## src/rtl/imm_gen_pipe_if.sv

```systemverilog
// imm_gen_pipe_if: instruction-in / immediate-out handshake bundle with flush
interface imm_gen_pipe_if #(
    parameter int XLEN = 32
);
    logic            flush;
    logic            in_valid;
    logic            in_ready;
    logic [31:0]     inst_code;
    logic            out_valid;
    logic            out_ready;
    logic [XLEN-1:0] imm_out;
    logic [2:0]      imm_fmt;
    logic            imm_illegal;

    modport master (
        output flush, in_valid, inst_code, out_ready,
        input  in_ready, out_valid, imm_out, imm_fmt, imm_illegal
    );

    modport slave (
        input  flush, in_valid, inst_code, out_ready,
        output in_ready, out_valid, imm_out, imm_fmt, imm_illegal
    );
endinterface

```

## src/rtl/imm_gen_pipe.sv

```systemverilog
// imm_gen_pipe: registered RV32/RV64 immediate decoder with skid buffer and flush
module imm_gen_pipe #(
    parameter int XLEN = 32,
    parameter int SKID = 1
) (
    input logic clk,
    input logic rst_n,
    imm_gen_pipe_if.slave bus
);
    localparam int W = XLEN + 4;
    localparam logic [2:0] F_NONE = 3'd0, F_I = 3'd1, F_S = 3'd2, F_B = 3'd3,
                           F_U = 3'd4, F_J = 3'd5, F_SH = 3'd6;

    logic [31:0]        inst;
    logic [2:0]         f3, fmt;
    logic               ill;
    logic [5:0]         sh;
    logic signed [31:0] sv;
    logic [XLEN-1:0]    imm;
    logic [W-1:0]       dec, out_q, skid_q;
    logic               out_v, skid_full, acc, out_free;

    assign inst = bus.inst_code;
    assign f3 = inst[14:12];

    // classify the opcode into an immediate format and legality
    always_comb begin
        fmt = F_NONE;
        ill = 1'b0;
        sh = {1'b0, inst[24:20]};
        if (inst[1:0] != 2'b11) ill = 1'b1;
        else case (inst[6:0])
            7'b0000011, 7'b1100111: fmt = F_I;
            7'b0010011: begin
                if (f3 == 3'b001 || f3 == 3'b101) begin
                    fmt = F_SH;
                    if (XLEN == 64) sh = inst[25:20];
                    else ill = inst[25];
                end else fmt = F_I;
            end
            7'b0100011: fmt = F_S;
            7'b1100011: fmt = F_B;
            7'b1101111: fmt = F_J;
            7'b0110111, 7'b0010111: fmt = F_U;
            7'b0011011: begin
                if (XLEN != 64) ill = 1'b1;
                else if (f3 == 3'b000) fmt = F_I;
                else if (f3 == 3'b001 || f3 == 3'b101) begin
                    fmt = F_SH;
                    ill = inst[25];
                end else ill = 1'b1;
            end
            7'b0110011, 7'b0001111, 7'b1110011: ill = 1'b0;
            7'b0111011: ill = (XLEN != 64);
            default: ill = 1'b1;
        endcase
    end

    assign sv = fmt == F_I ? {{20{inst[31]}}, inst[31:20]} :
                fmt == F_S ? {{20{inst[31]}}, inst[31:25], inst[11:7]} :
                fmt == F_B ? {{19{inst[31]}}, inst[31], inst[7], inst[30:25], inst[11:8], 1'b0} :
                fmt == F_J ? {{11{inst[31]}}, inst[31], inst[19:12], inst[20], inst[30:21], 1'b0} :
                fmt == F_U ? {inst[31:12], 12'b0} : 32'sd0;
    assign imm = fmt == F_SH ? XLEN'(sh) : XLEN'(sv);
    assign dec = {ill, fmt, imm};

    assign out_free = !out_v || bus.out_ready;
    assign bus.in_ready = rst_n && !bus.flush && ((SKID != 0) ? !skid_full : out_free);
    assign acc = bus.in_valid && bus.in_ready;

    // output register fed from the skid entry first so order is kept; stalled accepts park in skid
    always_ff @(posedge clk) begin
        if (!rst_n) begin
            out_v <= 1'b0;
            skid_full <= 1'b0;
            out_q <= '0;
            skid_q <= '0;
        end else if (bus.flush) begin
            out_v <= 1'b0;
            skid_full <= 1'b0;
        end else if (out_free) begin
            out_v <= skid_full || acc;
            skid_full <= 1'b0;
            if (skid_full) out_q <= skid_q;
            else if (acc) out_q <= dec;
        end else if (acc) begin
            skid_q <= dec;
            skid_full <= 1'b1;
        end
    end

    assign bus.out_valid = out_v;
    assign {bus.imm_illegal, bus.imm_fmt, bus.imm_out} = out_q;
endmodule
```

## src/flat_wrapper.sv

```systemverilog
// flat-port wrapper written by rule: the top's interface ports become plain ports
module imm_gen_pipe_flat 
#(
    parameter int XLEN = 32,
    parameter int SKID = 1
)
  (clk, rst_n, bus_flush, bus_in_valid, bus_inst_code, bus_out_ready, bus_in_ready, bus_out_valid, bus_imm_out, bus_imm_fmt, bus_imm_illegal);
  imm_gen_pipe_if #(.XLEN(XLEN)) bus_i ();
  input logic clk;
  input logic rst_n;
  input wire logic [$bits(bus_i.flush)-1:0] bus_flush;
  input wire logic [$bits(bus_i.in_valid)-1:0] bus_in_valid;
  input wire logic [$bits(bus_i.inst_code)-1:0] bus_inst_code;
  input wire logic [$bits(bus_i.out_ready)-1:0] bus_out_ready;
  output wire logic [$bits(bus_i.in_ready)-1:0] bus_in_ready;
  output wire logic [$bits(bus_i.out_valid)-1:0] bus_out_valid;
  output wire logic [$bits(bus_i.imm_out)-1:0] bus_imm_out;
  output wire logic [$bits(bus_i.imm_fmt)-1:0] bus_imm_fmt;
  output wire logic [$bits(bus_i.imm_illegal)-1:0] bus_imm_illegal;
  assign bus_i.flush = bus_flush;
  assign bus_i.in_valid = bus_in_valid;
  assign bus_i.inst_code = bus_inst_code;
  assign bus_i.out_ready = bus_out_ready;
  assign bus_in_ready = bus_i.in_ready;
  assign bus_out_valid = bus_i.out_valid;
  assign bus_imm_out = bus_i.imm_out;
  assign bus_imm_fmt = bus_i.imm_fmt;
  assign bus_imm_illegal = bus_i.imm_illegal;
  imm_gen_pipe #(.XLEN(XLEN), .SKID(SKID)) u_core (.clk(clk), .rst_n(rst_n), .bus(bus_i));
endmodule
```

## config.mk

```make
export PLATFORM = sky130hd
export DESIGN_NAME = imm_gen_pipe_flat
export DESIGN_NICKNAME = d
export VERILOG_FILES = /design/src/rtl/imm_gen_pipe_if.sv /design/src/rtl/imm_gen_pipe.sv /design/src/flat_wrapper.sv
export SDC_FILE = /design/constraint.sdc
export NUM_CORES = 1
export LEC_CHECK = 0
export ABC_AREA = 1
export ABC_CLOCK_PERIOD_IN_PS = 4100
export BUFFER_PORTS_ARGS = -buffer_cell sky130_fd_sc_hd__buf_2
export CORE_AREA = 4 4 119 121
export CTS_BUF_LIST = sky130_fd_sc_hd__clkbuf_16
export CTS_CLUSTER_SIZE = 14
export DETAILED_ROUTE_END_ITERATION = 8
export DIE_AREA = 0 0 123 125
export SYNTH_ARGS = -nofsm -noshare
export SYNTH_HDL_FRONTEND = slang
export SYNTH_SLANG_ARGS = --single-unit
export TNS_END_PERCENT = 100
```

## constraint.sdc

```tcl
create_clock -name clk -period 4.1 [get_ports clk]
set_input_delay 0.205 -clock clk [delete_from_list [all_inputs] [get_ports clk]]
set_output_delay 0.205 -clock clk [all_outputs]
set_load 0.01 [all_outputs]
```

== After elaboration in Yosys (flattened, before gate mapping) ==
Index checks and enable logic that the tools add are counted.
W data, S select, Z words.
Operators by class
  muxes and demuxes: 14
  reductions and logical operators: 17
  equal/unequal tests: 20
  bitwise logic cells: 3
Operators with widths (number)
  $mux W32: 6
  $mux W36: 2
  $eq A7 B7 Y1 const B: 4
  $eq A7 B6 Y1 const B: 3
  $pmux W3 S6: 1
  $eq A7 B5 Y1 const B: 2
  $eq A3 B3 Y1 const B: 4
  $reduce_or A10 Y1: 1
  $eq A7 B2 Y1 const B: 1
  $eq A7 B4 Y1 const B: 1
  $eq A3 B1 Y1 const B: 2
  $eq A3 B2 Y1 const B: 2
  $mux W3: 2
  $reduce_and A3 Y1: 2
  $reduce_or A2 Y1: 3
  $logic_and A1 B1 Y1: 3
  $logic_not A1 Y1: 3
  $logic_or A1 B1 Y1: 3
  $not A1 Y1: 3
  $reduce_or A3 Y1: 1
  $mux W1: 2
  $ne A2 B2 Y1 const B: 1
  $pmux W1 S2: 1
  $reduce_bool A2 Y1: 1
Storage, ports and cells
  flip-flop bits (word level): 74
  word-level logic and storage cells: 58
  input bits: 37
  output and inout port bits: 38

== Longest topological paths before layout ==
Gate-level depths: netlist of run 1.
  depth after elaboration: 14
  depth in mapped cells: 12

== Worst setup path after synthesis of run 1 ==
Ideal clock, no wire load.
  path kind: reg-to-reg
  from: register u_core.skid_full
  to: register u_core.out_q[11]
  buffers on the path: 1
  data required time: 4.029 ns
  cell stages (with the launch flop): 9
  setup slack: 2.687 ns
  clock period less this slack: 1.413 ns
  arrival: 1.342 ns
  setup time: 0.071 ns
  cells stage by stage: dfxtp_1 > nor2_1 > nand2_1 > nand2_1 > nand3_2 > clkbuf_1 > nor2_1 > nand2_1 > a21oi_1
Between the ends
  word-level cells in the longest chain between the ends: 5
  elaborated cells on any way between the ends: 6
Ends and longest elaborated chain
  start: declaration: line imm_gen_pipe.sv:21  | logic out_v, skid_full, acc, out_free;
  start signal: assignment: line imm_gen_pipe.sv:75  | skid_full <= 1'b0;
  start signal: assignment: line imm_gen_pipe.sv:80  | skid_full <= 1'b0;
  start signal: assignment: line imm_gen_pipe.sv:83  | skid_full <= 1'b0;
  $logic_not A1 Y1: line imm_gen_pipe.sv:68  | assign bus.in_ready = rst_n && !bus.flush && ((SKID != 0) ? !skid_full : out_free);
  $logic_and A1 B1 Y1: line imm_gen_pipe.sv:68
  via bus_in_ready: line flat_wrapper.sv:15  | output wire logic [$bits(bus_i.in_ready)-1:0] bus_in_ready;
  $logic_and A1 B1 Y1: line imm_gen_pipe.sv:69  | assign acc = bus.in_valid && bus.in_ready;
  $reduce_bool A2 Y1 (no source line)
  $reduce_and A3 Y1 (no source line)
  end signal: assignment: line imm_gen_pipe.sv:84  | if (skid_full) out_q <= skid_q;
  end: declaration: line imm_gen_pipe.sv:20  | logic [W-1:0] dec, out_q, skid_q;
The timed path passes the listed nets, and every way through them passes these cells.
A chain may end at the register's enable or synchronous reset.

== Worst setup path after layout of run 1 ==
  from: register u_core.skid_full
  to: register u_core.skid_q[2]
Between the ends
  word-level cells in the longest chain between the ends: 4
Ends and longest elaborated chain
  $logic_not A1 Y1: line imm_gen_pipe.sv:68
  $logic_and A1 B1 Y1: line imm_gen_pipe.sv:68
  $logic_and A1 B1 Y1: line imm_gen_pipe.sv:69
  $reduce_and A3 Y1 (no source line)
  end signal: assignment: line imm_gen_pipe.sv:77  | skid_q <= '0;
  end signal: assignment: line imm_gen_pipe.sv:87  | skid_q <= dec;
  end: declaration: line imm_gen_pipe.sv:20
No other way between the ends.

==> results.yml, run 1 <==
place:
  port_buffers: 74
  dpl.hpwl_um: 7620
  place_congestion: 0.838
  placed_area_um2: 4350
  dp_cells: 773
cells_and_area:
  fillCellCount: 1409
  instances_no_fill: 789
  finalInstanceArea_um2: 4650
  drive_gt1_share_pct: 28.9
  n_antenna_cell: 0
  syn2layout_area_growth_pct: 19.3
  nets: 645
  multi_input_area_um2: 2100
  final-seq-area_um2: 1480
timing:
  hold_viol: 0
  fin_setup_tns_ps: 0
  maxSlewViolCount: 0
  fmax_mhz: 430
  fin_crit_sh_pct: 56.8
  setup_viol: 0
  slew_headroom_pct: 49.1
  rsz0062_at_grt: "false"
  fin_worst_skew_ps: 10.9
  worstMarginPinSlew_ps: 762
  post-route-min-period_ps: 2330
drt:
  via_per_inst: 4.81
  routed_wirelength_um: 10900
  ant_nets: 0
  drc: 0
  vias: 3796
  dr.pass1.iters: 5
  drt_iter0_markers: 425
  wl_per_cell_um: 13.9
logic_synthesis:
  async_reset_ff_share_pct: 0
  synth_commonest_cells: "nand2_1, dfxtp_1, nor2_1"
  synthDistinctLibCells: 26
  synth_edf_count: 0
  yosysSeqAreaShare_pct: 38.0
  syn-cell-area_um2: 3900
  ys_ff_latch: 74
  synth_flop_cell: "dfxtp_1"
  synth.top_cell.area_share_pct: 38.0
  yosys-top-cells-area: "dfxtp_1, nand2_1, a21oi_1"
  avgSynthCellArea_um2: 7.03
  synth_nets: 591
  ys_warn_count: 0
  yosysTopAreaCell: "dfxtp_1"
  synthCells: 554
  yosysMostFrequentCell: "nand2_1"
clock_network:
  root_buffer: "clkbuf_16"
  clock_sinks: 74
  cts_max_level: 3
  cts_tree: "done"
  postCtsHoldBufs: 0
  cts_buffers: 9
  post_cts_buffers: 0
  path_clk_slew_ps: 70
  clockBufferDepth: 2
  cts_resized: 0
  clock_latency_ps: 340
floorplan:
  fp-row-count: 42
  core-area_um2: 13100
  die_area_um2: 15400
  die_h_um: 125
  die_w_um: 123
  initial_utilization_pct: 29.8
  ios: 75
critical_path:
  r2r_cells: 7
  required_ps: 4330
  crit_type: "reg -> reg"
  critPathLaunchType: "register"
  cp_max_fo: 40
  crit_arrival_ps: 2560
  rr_startpoint: "u_core.skid_full$_SDFFE_PP0P_"
  reg2reg_slack_ps: 1770
  crit_path_end_kind: "register"
  rr_endpoint: "u_core.skid_q[2]$_SDFFE_PN0P_"
run_status:
  status: "finished, final reports clean"
global_routing:
  grt_usage_pct: 14.4
  grt_first_pass_wirelength_um: 17800
  grt_pass1_vias: 3530
  grt_max_degree: 60
  antenna_found_initial: 0
  gr-total-overflow: 0
power_and_ir_drop:
  pwr-share-clk_pct: 48.6
  pwr_density_cell_nw_per_um2: 348
  comb_power_share_pct: 6.5
  seqPwrFrac_pct: 44.9
  swShare_pct: 24.2
  power.internal_w: 0.00123
  p_leak_nw: 2.29
  power_switching_w: 0.000392
  ir_drop_uv: 170
worst_hold_path:
  hold_end: "u_core.skid_q[10]$_SDFFE_PN0P_"
  holdPathStages: 3
  hp-class: "in -> reg"
  hold_path.startpoint: "bus_inst_code[30]"
flow_run:
  drv_cap: 0
==> metal layers <==
layer,global-route usage (%),share of wire [%]
met4,4.10,1.5
met3,3.61,5.2
met2,23.1,46
met1,19.3,47
met5,0,0
==> power groups by stage <==
stage                     logic [W]  registers [W]  clock network (W)
after floorplan           0.0000580       0.000745                  0
after global placement     0.000104       0.000743                  0
after detailed placement   0.000105       0.000744                  0
after CTS                  0.000105       0.000728           0.000804
after global routing       0.000117       0.000728           0.000829
final                      0.000105       0.000728           0.000787
==> cells by family (layout without fill, tap and decap cells) <==
| logic type | count (synthesis) | after routing | share of synthesized area [%] |
|---|---|---|---|
| flip-flops | 74 | 74 | 38.0 |
| AND/OR/NAND/NOR | 274 | 274 | 33.7 |
| AO/OA/AOI/OAI | 132 | 132 | 20.2 |
| buffers and inverters | 74 | 133 | 8.12 |
==> metrics by stage <==
stage                     util, %  setup slack [ps]  hold slack, ps  power [W]
after floorplan                 -              2690             347   0.000803
after global placement       33.3              1900             451   0.000847
after detailed placement     33.3              1810             453   0.000848
after CTS                    35.5              1790             133    0.00164
after global routing         35.5              1560             147    0.00167
final                        35.5              1770             146    0.00162
==> worst max path at each step <==
| stage | startpoint | to | cells after the start |
|---|---|---|---|
| 2_1_floorplan | u_core.skid_full$_SDFFE_PP0P_ | u_core.out_q[11]$_SDFFE_PN0P_ | 8 |
| 3_3_place_gp | u_core.skid_full$_SDFFE_PP0P_ | u_core.out_q[0]$_SDFFE_PN0P_ | 8 |
| 3_5_place_dp | u_core.skid_full$_SDFFE_PP0P_ | u_core.out_q[0]$_SDFFE_PN0P_ | 8 |
| 4_1_cts | u_core.skid_full$_SDFFE_PP0P_ | u_core.out_q[0]$_SDFFE_PN0P_ | 8 |
| 5_1_grt | u_core.skid_full$_SDFFE_PP0P_ | u_core.skid_q[3]$_SDFFE_PN0P_ | 7 |
| 6_report | u_core.skid_full$_SDFFE_PP0P_ | u_core.skid_q[2]$_SDFFE_PN0P_ | 7 |
==> worst max-delay path, stage by stage (launching register included) <==
cell      delay, ps
dfxtp_1         480
nor2_1          230
nand2_1         130
nor2_4          540
buf_4           510
nand4_1         160
o211ai_1        110
inv_1            50
==> state kept, by name, summed over array words and instances (netlist names) <==
signal                flops
u_core.out_q             36
u_core.skid_q            36
u_core.bus.out_valid      1
u_core.skid_full          1
==> layout by cell type (no fill, tap or decap) <==
cell        count
a21oi_1        60
inv_2          21
nand2_4         1
o211ai_1        4
nand2_2         7
nand3_1        21
buf_2          74
nand3_4         1
dfxtp_1        74
clkinv_2        1
a21oi_2         9
o21ai_0        28
o21ai_1        18
clkbuf_16       9
inv_1          19
nor2_2          6
bufinv_16       1
o211ai_2       10
a31oi_1         2
o21ai_2         1
nor2_1         65
clkinvlp_4      2
clkinv_4        2
nor2_4          5
nand4_1        11
buf_4           4
nand2_1       134
nand3_2        23
==> area by class of cell <==
| type | instances | area share, % |
|---|---|---|
| clock buffers | 9 | 4.85 |
| inverters | 39 | 3.15 |
| clock inverters | 7 | 1.53 |
| multi-input cells | 406 | 45.2 |
| flip-flops and latches | 74 | 31.9 |
| well taps | 176 | 4.74 |
| repair buffers | 78 | 8.61 |
Power figures use the tool's default switching activity.
==> inputs of run 2 (changes only) <==
ABC_AREA = 0   (was 1)
ABC_CLOCK_PERIOD_IN_PS = 2100   (was 4100)
CORE_AREA = 4 4 114 116   (was 4 4 119 121)
DIE_AREA = 0 0 118 120   (was 0 0 123 125)
clock period = 2.1 ns   (was 4.1 ns; I/O delays follow)
==> results.yml, run 2 <==
global_routing:
  gr-total-overflow: 0
  grt_pass1_vias: 3551
  grt_first_pass_wirelength_um: 18000
  grt_max_degree: 65
  grt_usage_pct: 15.7
  antenna_found_initial: 0
drt:
  wl_per_cell_um: 16.6
  drt_iter0_markers: 223
  drc: 0
  via_per_inst: 5.29
  routed_wirelength_um: 10700
  dr.pass1.iters: 4
  ant_nets: 0
  vias: 3428
cells_and_area:
  fillCellCount: 1240
  drive_gt1_share_pct: 23.8
  nets: 533
  largestRegisters: "u_core.out_q: 36 flops, u_core.skid_q: 36 flops"
  mostFrequentLayoutCells: "buf_2, dfxtp_1, nand2_1, a21oi_1, o21ai_0"
  syn2layout_area_growth_pct: 23.1
  instances_no_fill: 648
  n_antenna_cell: 0
critical_path:
  crit_path_end_kind: "register"
  cp_num_buf_inv: 1
  required_ps: 2320
  critPathLaunchType: "register"
  critPathSlowestCell: "or3_1"
  cp_cell_sequence: "a21oi_1 -> or3_1 -> buf_4 -> a21oi_1 -> o21ai_0 -> o211a_1"
  crit_top_cell: "a21oi_1"
  crit_family: "simple AND/OR/NAND/NOR gates"
  slowest_delay_ps: 460
  crit_type: "reg -> reg"
  cp-startpoint: "u_core.skid_full$_SDFFE_PP0P_"
  cp_max_fo: 31
  crit_arrival_ps: 1880
  rr_startpoint: "u_core.skid_full$_SDFFE_PP0P_"
logic_synthesis:
  synthDistinctLibCells: 50
  yosysSeqAreaShare_pct: 41.9
  ys_ff_latch: 74
  synth_edf_count: 0
  synth_commonest_cells: "dfxtp_1, nand2_1, a21oi_1"
  synth_flop_cell: "dfxtp_1"
  ys_warn_count: 0
  yosysTopAreaCell: "dfxtp_1"
  avgSynthCellArea_um2: 8.19
  yosys-top-cells-area: "dfxtp_1, nand2_1, a21oi_1"
  syn-cell-area_um2: 3540
  synth.top_cell.area_share_pct: 41.9
  async_reset_ff_share_pct: 0
  synthCells: 432
  yosysMostFrequentCell: "dfxtp_1"
  synth_nets: 469
power_and_ir_drop:
  pwr-share-clk_pct: 47.4
  seqPwrFrac_pct: 44.7
  ir_drop_uv: 304
  pwr_density_cell_nw_per_um2: 737
  power.internal_w: 0.00243
  comb_power_share_pct: 7.9
  power_switching_w: 0.000780
  p_leak_nw: 1.74
  swShare_pct: 24.3
place:
  place_congestion: 0.824
  dpl.hpwl_um: 7650
  port_buffers: 74
  dp_cells: 632
floorplan:
  fp-row-count: 40
  die_w_um: 118
  die_h_um: 120
  ios: 75
  initial_utilization_pct: 29.7
  die_area_um2: 14200
  core-area_um2: 11900
timing:
  hold_viol: 0
  setup_viol: 0
  fin_worst_skew_ps: 5.40
  slew_headroom_pct: 59.7
  fin_crit_sh_pct: 79.1
  rsz0062_at_grt: "false"
  maxSlewViolCount: 0
  worstMarginPinSlew_ps: 604
  post-route-min-period_ps: 1660
  fin_setup_tns_ps: 0
  fmax_mhz: 602
worst_hold_path:
  hp-class: "in -> reg"
  hold_path.startpoint: "bus_inst_code[28]"
clock_network:
  clockBufferDepth: 2
  cts_resized: 0
  clock_latency_ps: 330
  clock_sinks: 74
  post_cts_buffers: 0
  cts_buffers: 9
  postCtsHoldBufs: 0
  cts_max_level: 3
  root_buffer: "clkbuf_16"
  path_clk_slew_ps: 60
  cts_tree: "done"
flow_run:
  drv_cap: 0
run_status:
  status: "finished, final reports clean"
-- run 2: area by class of cell --
type                    instances  area, um^2  share of cell area [%]
flip-flops and latches         74        1480                    34.0
multi-input cells             319        1900                    43.6
well taps                     147         184                    4.22
inverters                       2        7.51                   0.172
repair buffers                 90         490                    11.3
clock inverters                 7        68.8                    1.58
clock buffers                   9         225                    5.17
-- run 2: worst register-to-register path: cells and delay by family, from the launching register on --
kind | cells | cell delay (ps)
AND/OR/NAND/NOR | 1 | 460
flip-flops | 1 | 320
buffers and inverters | 1 | 300
AO/OA/AOI/OAI | 4 | 470
-- run 2: metal layers --
layer | global-route usage [%] | vias up | wire (um) | part of all wire, %
li1 | - | 1715 | - | -
met1 | 19.3 | 1607 | 4820 | 45
met2 | 27.3 | 92 | 5240 | 49
met3 | 2.78 | 14 | 514 | 4.8
met4 | 5.86 | 0 | 163 | 1.5
met5 | 0 | - | 0 | 0
-- run 2: through the flow --
stage	setup slack [ps]	instance area [um^2]	utilization, %	hold slack [ps]	power, W
global placement	309	4060	34.1	408	0.00172
floorplan	498	3540	-	251	0.00160
detailed placement	262	4060	34.1	420	0.00172
global route	271	4360	36.6	86.5	0.00334
finish	440	4360	36.6	72.5	0.00321
CTS	427	4360	36.6	69.6	0.00324
-- run 2: cells by family after synthesis --
family          count (synthesis)  synth area share [%]
compound gates                165                  32.0
buf+inv                        39                  4.77
flops                          74                  41.9
simple gates                  154                  21.4
-- run 2: final timing paths --
kind	endpoint	slack, ps	depth (start not counted)
max reg2reg	u_core.out_q[32]$_SDFFE_PN0P_	440	6
min	u_core.out_q[8]$_SDFFE_PN0P_	70	3
max	u_core.out_q[32]$_SDFFE_PN0P_	440	6
min reg2reg	u_core.skid_q[26]$_SDFFE_PN0P_	450	2
-- run 2: power groups by stage --
stage	clock (W)	combinational, W	sequential, W
detailed placement	0	0.000254	0.00147
CTS	0.00155	0.000254	0.00144
global placement	0	0.000250	0.00147
finish	0.00152	0.000254	0.00144
floorplan	0	0.000129	0.00147
global route	0.00162	0.000280	0.00144
==> inputs of run 3 (changes only) <==
ABC_CLOCK_PERIOD_IN_PS = 1600   (was 2100)
clock period = 1.6 ns   (was 2.1 ns; I/O delays follow)
==> results.yml, run 3 (synthesis results as in run 2) <==
drt:
  via_per_inst: 5.33
  vias: 3551
  drc: 0
  wl_per_cell_um: 16.4
  drt_iter0_markers: 276
  routed_wirelength_um: 10900
  dr.pass1.iters: 5
  ant_nets: 0
floorplan:
  die_w_um: 118
  die_area_um2: 14200
  initial_utilization_pct: 29.7
  die_h_um: 120
  fp-row-count: 40
  ios: 75
  core-area_um2: 11900
global_routing:
  grt_max_degree: 57
  gr-total-overflow: 0
  grt_pass1_vias: 3535
  antenna_found_initial: 0
  grt_first_pass_wirelength_um: 18300
  grt_usage_pct: 15.7
clock_network:
  clock_sinks: 74
  clock_latency_ps: 320
  cts_buffers: 9
  clockBufferDepth: 2
  postCtsHoldBufs: 0
  root_buffer: "clkbuf_16"
  cts_max_level: 3
  cts_tree: "done"
  path_clk_slew_ps: 60
  post_cts_buffers: 0
timing:
  setup_viol: 0
  rsz0062_at_grt: "true"
  fin_setup_tns_ps: 0
  fin_worst_skew_ps: 5.29
  maxSlewViolCount: 0
  hold_viol: 0
  fmax_mhz: 664
  post-route-min-period_ps: 1510
  slew_headroom_pct: 62.6
  worstMarginPinSlew_ps: 560
  fin_crit_sh_pct: 94.2
power_and_ir_drop:
  pwr_density_cell_nw_per_um2: 914
  p_leak_nw: 1.85
  ir_drop_uv: 469
place:
  place_congestion: 0.802
  dpl.hpwl_um: 7840
  dp_cells: 651
  port_buffers: 74
cells_and_area:
  syn2layout_area_growth_pct: 28.8
  drive_gt1_share_pct: 26.8
  final_util_pct: 38.3
  n_antenna_cell: 0
  largestRegisters: "u_core.out_q: 36 flops, u_core.skid_q: 36 flops"
  instances_no_fill: 666
  fillCellCount: 1254
  nets: 552
  mostFrequentLayoutCells: "buf_2, dfxtp_1, nand2_1, a21oi_1, o21ai_0"
flow_run:
  drv_cap: 0
critical_path:
  cp_max_fo: 8
  critPathLaunchType: "register"
  crit_type: "reg -> reg"
  crit_arrival_ps: 1760
  crit_path_end_kind: "register"
  required_ps: 1850
worst_hold_path:
  hp-class: "in -> reg"
run_status:
  status: "finished, final reports clean"
run 3: cell count changes in the layout (fill, tap and decap cells not counted), sizes merged:
cell,delta
buf,+19
clkinv,-1
inv,-1
clkinvlp,+1
run 3: where the power goes:
group          internal, W  switching, W  total, W
clock              0.00119      0.000724   0.00191
combinational     0.000148      0.000226  0.000374
sequential         0.00187     0.0000141   0.00188
run 3: timing repair:
action / 4_1_cts / 5_1_grt
gates resized for setup: 1 / 2
hold endpoints to repair: 0 / 0
gates cloned: 0 / 0
pin swaps: 0 / 1
setup endpoints to repair: 1 / 40
run 3: routing by layer:
metal	part of all wire (%)	routed length, um	vias up	GRT usage (%)
met5	0	0	-	0
met4	1.1	121	0	3.81
met3	4.2	463	10	2.83
met2	49	5380	108	27.0
met1	45	4980	1687	20.3
li1	-	-	1746	-
run 3: cell type report:
cell class	count	area [um^2]	area share, %
inverters	2	7.51	0.165
repair buffers	109	687	15.1
clock buffers	9	225	4.94
well taps	147	184	4.04
multi-input cells	319	1910	42.0
flip-flops and latches	74	1480	32.5
clock inverters	6	58.8	1.29
run 3: final timing paths:
path / from / end / slack, ps / cells past startpoint
setup reg to reg: u_core.skid_full$_SDFFE_PP0P_ / u_core.out_q[15]$_SDFFE_PN0P_ / 90 / 7
hold / removal: bus_inst_code[29] / u_core.skid_q[9]$_SDFFE_PN0P_ / 70 / 3
setup / recovery: u_core.skid_full$_SDFFE_PP0P_ / u_core.out_q[15]$_SDFFE_PN0P_ / 90 / 7
hold reg to reg: u_core.skid_q[21]$_SDFFE_PN0P_ / u_core.skid_q[21]$_SDFFE_PN0P_ / 450 / 2
run 3: stage by stage:
| step | instance area (um^2) | hold slack, ps | worst slack, ps | total power [W] |
|---|---|---|---|---|
| after floorplan | 3540 | 226 | 9.58 | 0.00210 |
| after global placement | 4260 | 387 | 12.3 | 0.00229 |
| after detailed placement | 4260 | 389 | -69.6 | 0.00229 |
| after CTS | 4550 | 61.4 | 54.1 | 0.00422 |
| after global routing | 4560 | 74.8 | -15.5 | 0.00433 |
| final | 4560 | 69.8 | 92.9 | 0.00417 |
run 3: worst max-delay path, stage by stage, from the launching register on:
cell and delay (ps):
dfxtp_1 340, buf_4 130, nor2_1 50, or2_2 310, a211oi_2 190, buf_4 200
o21ai_0 100, o2bb2ai_1 130
